`src/rtl/rca_config_ctrl.sv`:
```
// RCA reconfiguration sequencer: per-RCA shadow register banks written one port at a time,
// copied atomically to the active bank once the target RCA has drained its in-flight uses.
module rca_config_ctrl #(
    parameter int NUM_RCAS        = 3,
    parameter int NUM_READ_PORTS  = 5,
    parameter int NUM_WRITE_PORTS = 2,
    parameter int ID_W            = 3
) (
    input  logic                              clk,
    input  logic                              rst_n,
    input  logic                              req_valid,
    output logic                              req_ready,
    input  logic [$clog2(NUM_RCAS)-1:0]       req_rca_sel,
    input  logic [$clog2(NUM_READ_PORTS)-1:0] req_port_sel,
    input  logic                              req_src_dest,
    input  logic [4:0]                        req_reg_addr,
    input  logic                              req_commit,
    input  logic [ID_W-1:0]                   req_id,
    input  logic [NUM_RCAS-1:0]               rca_busy,
    input  logic                              flush,
    output logic [NUM_RCAS-1:0]               use_block,
    input  logic [$clog2(NUM_RCAS)-1:0]       use_rca_sel,
    output logic [5*NUM_READ_PORTS-1:0]       cfg_src_addrs,
    output logic [5*NUM_WRITE_PORTS-1:0]      cfg_dest_addrs,
    output logic                              cfg_valid,
    output logic                              wb_valid,
    output logic [ID_W-1:0]                   wb_id,
    input  logic                              wb_ack
);
    localparam int RCA_W  = $clog2(NUM_RCAS);
    localparam int PORT_W = $clog2(NUM_READ_PORTS);

    // state | meaning
    // IDLE  | ready for a config instruction
    // WAIT  | commit pending, blocking use issue until the target RCA drains
    // WB    | completion presented to writeback
    typedef enum logic [1:0] {IDLE, WAIT, WB} state_t;

    state_t state, state_next;

    logic [4:0]          shadow_src  [NUM_RCAS][NUM_READ_PORTS];
    logic [4:0]          shadow_dest [NUM_RCAS][NUM_WRITE_PORTS];
    logic [4:0]          active_src  [NUM_RCAS][NUM_READ_PORTS];
    logic [4:0]          active_dest [NUM_RCAS][NUM_WRITE_PORTS];
    logic [NUM_RCAS-1:0] active_valid;
    logic [RCA_W-1:0]    sel_q;
    logic [ID_W-1:0]     id_q;

    logic                accept;
    logic                busy_sel;
    logic                do_copy;
    logic [NUM_RCAS-1:0] sel_onehot;

    always_comb begin
        sel_onehot = '0;
        busy_sel   = 1'b0;
        for (int r = 0; r < NUM_RCAS; r++) begin
            if (sel_q == RCA_W'(r)) begin
                sel_onehot[r] = 1'b1;
                busy_sel      = rca_busy[r];
            end
        end
    end

    assign accept  = (state == IDLE) && req_valid && !flush;
    assign do_copy = (state == WAIT) && !flush && !busy_sel;

    always_comb begin
        state_next = state;
        req_ready  = 1'b0;
        use_block  = '0;
        wb_valid   = 1'b0;
        case (state)
            IDLE: begin
                req_ready = 1'b1;
                if (accept) state_next = req_commit ? WAIT : WB;
            end
            WAIT: begin
                use_block = sel_onehot;
                if (flush)         state_next = IDLE;
                else if (!busy_sel) state_next = WB;
            end
            WB: begin
                wb_valid = 1'b1;
                if (flush || wb_ack) state_next = IDLE;
            end
            default: state_next = IDLE;
        endcase
    end

    assign wb_id = id_q;

    always_ff @(posedge clk or negedge rst_n) begin
        if (!rst_n) begin
            state <= IDLE;
            sel_q <= '0;
            id_q  <= '0;
        end else begin
            state <= state_next;
            if (accept) begin
                sel_q <= req_rca_sel;
                id_q  <= req_id;
            end
        end
    end

    // Port indices beyond the bank width never match, so out-of-range writes are dropped.
    always_ff @(posedge clk or negedge rst_n) begin
        if (!rst_n) begin
            active_valid <= '0;
            for (int r = 0; r < NUM_RCAS; r++) begin
                for (int p = 0; p < NUM_READ_PORTS; p++) begin
                    shadow_src[r][p] <= '0;
                    active_src[r][p] <= '0;
                end
                for (int p = 0; p < NUM_WRITE_PORTS; p++) begin
                    shadow_dest[r][p] <= '0;
                    active_dest[r][p] <= '0;
                end
            end
        end else begin
            for (int r = 0; r < NUM_RCAS; r++) begin
                if (accept && req_rca_sel == RCA_W'(r)) begin
                    for (int p = 0; p < NUM_READ_PORTS; p++)
                        if (!req_src_dest && req_port_sel == PORT_W'(p))
                            shadow_src[r][p] <= req_reg_addr;
                    for (int p = 0; p < NUM_WRITE_PORTS; p++)
                        if (req_src_dest && req_port_sel == PORT_W'(p))
                            shadow_dest[r][p] <= req_reg_addr;
                end
                if (do_copy && sel_onehot[r]) begin
                    active_valid[r] <= 1'b1;
                    for (int p = 0; p < NUM_READ_PORTS; p++)
                        active_src[r][p] <= shadow_src[r][p];
                    for (int p = 0; p < NUM_WRITE_PORTS; p++)
                        active_dest[r][p] <= shadow_dest[r][p];
                end
            end
        end
    end

    always_comb begin
        cfg_src_addrs  = '0;
        cfg_dest_addrs = '0;
        cfg_valid      = 1'b0;
        for (int r = 0; r < NUM_RCAS; r++) begin
            if (use_rca_sel == RCA_W'(r)) begin
                cfg_valid = active_valid[r];
                for (int p = 0; p < NUM_READ_PORTS; p++)
                    cfg_src_addrs[5*p +: 5] = active_src[r][p];
                for (int p = 0; p < NUM_WRITE_PORTS; p++)
                    cfg_dest_addrs[5*p +: 5] = active_dest[r][p];
            end
        end
    end

endmodule

```
`config.mk`:
```
export PLATFORM = sky130hd
export DESIGN_NAME = rca_config_ctrl
export DESIGN_NICKNAME = d
export VERILOG_FILES = /design/src/rtl/rca_config_ctrl.sv
export SDC_FILE = /design/constraint.sdc
export NUM_CORES = 1
export LEC_CHECK = 0
export BUFFER_PORTS_ARGS = -buffer_cell sky130_fd_sc_hd__clkbuf_2
export CORE_ASPECT_RATIO = 0.7
export CORE_MARGIN = 2
export CORE_UTILIZATION = 55
export CTS_BUF_LIST = sky130_fd_sc_hd__clkbuf_8
export DETAILED_ROUTE_END_ITERATION = 10
export PLACE_DENSITY_LB_ADDON = 0.2
export SLEW_MARGIN = 20
export SYNTH_ARGS = -nofsm -noshare
export SYNTH_HDL_FRONTEND = slang
export SYNTH_SLANG_ARGS = --single-unit
export TNS_END_PERCENT = 1
```
`constraint.sdc`:
```
create_clock -name clk -period 5.4 [get_ports clk]
set_clock_uncertainty 0.15 [all_clocks]
set_input_delay 0.54 -clock clk [delete_from_list [all_inputs] [get_ports clk]]
set_output_delay 0.54 -clock clk [all_outputs]
set_load 0.005 [all_outputs]
```
==> out/metrics.cfg <==
[run_status]
status = finished clean

[grt]
track_usage = 0.225
grt-ovfl-total = 0
grt_pass1_wl_microns = 32000
grt_max_degree = 125
grt_pass1_vias = 5860
antenna_found_initial = 0

[synth]
yosys.cell_types.count = 33
yosys.area.top_type = dfrtp_1
syn_nets = 665
ys_async_sr_fraction = 1.00
synth_fa_ha_area_frac = 0
synth_top_family_by_area = multiplexers
ys.flop_type = dfrtp_1
netlist_top_cells_area = dfrtp_1 58%, mux2_2 19%, mux2_4 9.1%
yosysWarnings = 0
synth-compound-area-share = 0.0233
yosysSeqAreaShare = 0.578
syn_inst = 640
synth_xor_xnor_area_share = 0
synth_simple_gate_area_frac = 0.0584
synth.area.mux_share = 0.316
synth_edf_count = 0
avgSynthCellArea_sq_um = 14.9
synth_top_area_frac = 0.578
ys_ff_latch = 220
syn_area_sq_mm = 0.00952

[floorplanning]
die_area_sq_mm = 0.0184
initial_core_util = 0.558
die_h_microns = 114
io_pins = 69
die_w_microns = 161
rows = 40
core_sq_mm = 0.0171

[critical_path]
worstSetupPathType = in -> out
end_kind = output pin
cp_max_fo = 37
cp_top_family = buffers and inverters
crit_chain = clkbuf_2, nor2b_2, buf_4, nand2_1, o21ai_0, clkbuf_2
cp_slowest_cell = clkbuf_2
worstPathArrival_ps = 2480
worstReg2RegEnd = active_src[12]$_DFFE_PN0P_
critPathBufInv = 3
rr_worst_depth = 4
startpoint_type = primary input
reg2reg_slack_ps = 3060
cpPeakStageDelay_ps = 660
required_ps = 4710
cpMostUsedCell = clkbuf_2
r2r_start = state[1]$_DFFE_PN0P_

[placed_design]
pre_cts_slack_ps = 2280
place_congestion = 0.749
dp_hpwl_microns = 11800
place_inst = 907
port_buffers = 68

[clock_tree]
clk_pin_slew_ps = 60
cts_tree = done
h-tree-depth = 2
cts_root_buf = clkbuf_8
cts.sink_count = 220
cts_buffer_depth = 3
cts_hold_buf = 0
numCtsBuffers = 34
clock_latency_ps = 500
cts_resized = 0
postCtsSetupBuffers = 0

[power]
cellPowerDensity_mw_per_mm2 = 321
p_leak_uw = 0.00557
ir_worst_vdd_mv = 0.206

[drt]
vias = 5370
via_per_inst = 5.57
dr.pass1.iters = 4
drcViolationCount = 0
drtIter0Drc = 253
wire_per_inst_microns = 20.5
postRouteAntennaNets = 0
drt-total-wl_microns = 19700

[timing]
finalSetupTns_ps = 0
fin_crit_ps = 3170
tightest_slew_ps = 987
layout_setup_ws_ps = 2230
final_hold_viol_count = 0
slew_headroom = 0.342
maxSlewViolCount = 0
rsz0062_at_grt = false
fin_crit_sh = 0.587
fmax_mhz = 316
setup_violations = 0

[worst_hold_path]
min_path_type = in -> async

[final_layout]
drive_gt1_frac = 0.490
diodes = 0
final_cell_mix = 220 x dfrtp_1, 157 x mux2_2, 67 x clkbuf_2
fillers = 1312
fin_cells = 964
final_common_cell = dfrtp_1
area_growth_syn_to_layout_pct = 12.1
fin_nets = 737

[job]
drv_cap = 0

-- registers in the layout, indices dropped and copies added, names as in the netlist --
register / cells
wb_id: 3
sel_q: 2
active_valid: 3
shadow_src: 75
shadow_dest: 30
state: 2
active_dest: 30
active_src: 75
-- layer usage --
layer  vias up  global-route usage  routed length (microns)
met3        23              0.0417                      658
met1      2844               0.320                     9580
met4         0              0.0589                      222
met5         -                   0                        0
met2        85               0.363                     9280
li1       2418                   -                        -
-- area by class of cell --
cell class                 instances  area, sq um  area share
sequential                       220         5510       0.516
multi-input combinational        381         3790       0.356
clock buffer                      42          578      0.0542
timing repair buffer              75          414      0.0388
tap                              231          289      0.0271
clock inverter                    15         87.6     0.00821
-- worst max-delay path by stage --
stage	startpoint	to	slack, ps	cells after the start
after floorplan	use_rca_sel[0]	cfg_dest_addrs[3]	3120	6
after global routing	use_rca_sel[1]	cfg_dest_addrs[2]	2160	6
final	use_rca_sel[1]	cfg_dest_addrs[2]	2230	6
after detailed placement	use_rca_sel[1]	cfg_dest_addrs[2]	2280	6
after global placement	use_rca_sel[1]	cfg_src_addrs[9]	2350	6
after CTS	use_rca_sel[1]	cfg_dest_addrs[2]	2270	6
-- through the flow --
step                      utilization  power [uW]  hold WS [ps]  cell area [sq um]
after floorplan                     -        1980          94.4               9520
final                           0.625        3420          56.0              10700
after global placement          0.586        2080           302              10000
after detailed placement        0.586        2100           304              10000
after CTS                       0.625        3460          83.7              10700
after global routing            0.625        3570           118              10700
-- power breakdown --
group	internal, uW	switching (uW)
sequential	1750	58.1
clock	746	612
combinational	125	134
-- cells in the mapped netlist (3+ instances only) --
library cell	n
o21ai_0	37
nor4b_2	3
buf_2	7
dfrtp_1	220
mux2i_1	37
mux2_4	58
nand2b_1	4
clkbuf_1	21
nor2b_1	4
buf_4	3
nand2_1	36
nand3_1	7
nor2_1	7
nand3_2	14
mux2_2	157
buf_6	8
-- kinds of logic after synthesis --
group                  after synthesis
and+or+nand+nor                     87
muxes                              252
buffers and inverters               39
AOI/OAI and AO/OA                   42
DFF                                220
No activity file was read; power rests on OpenSTA's default activity.
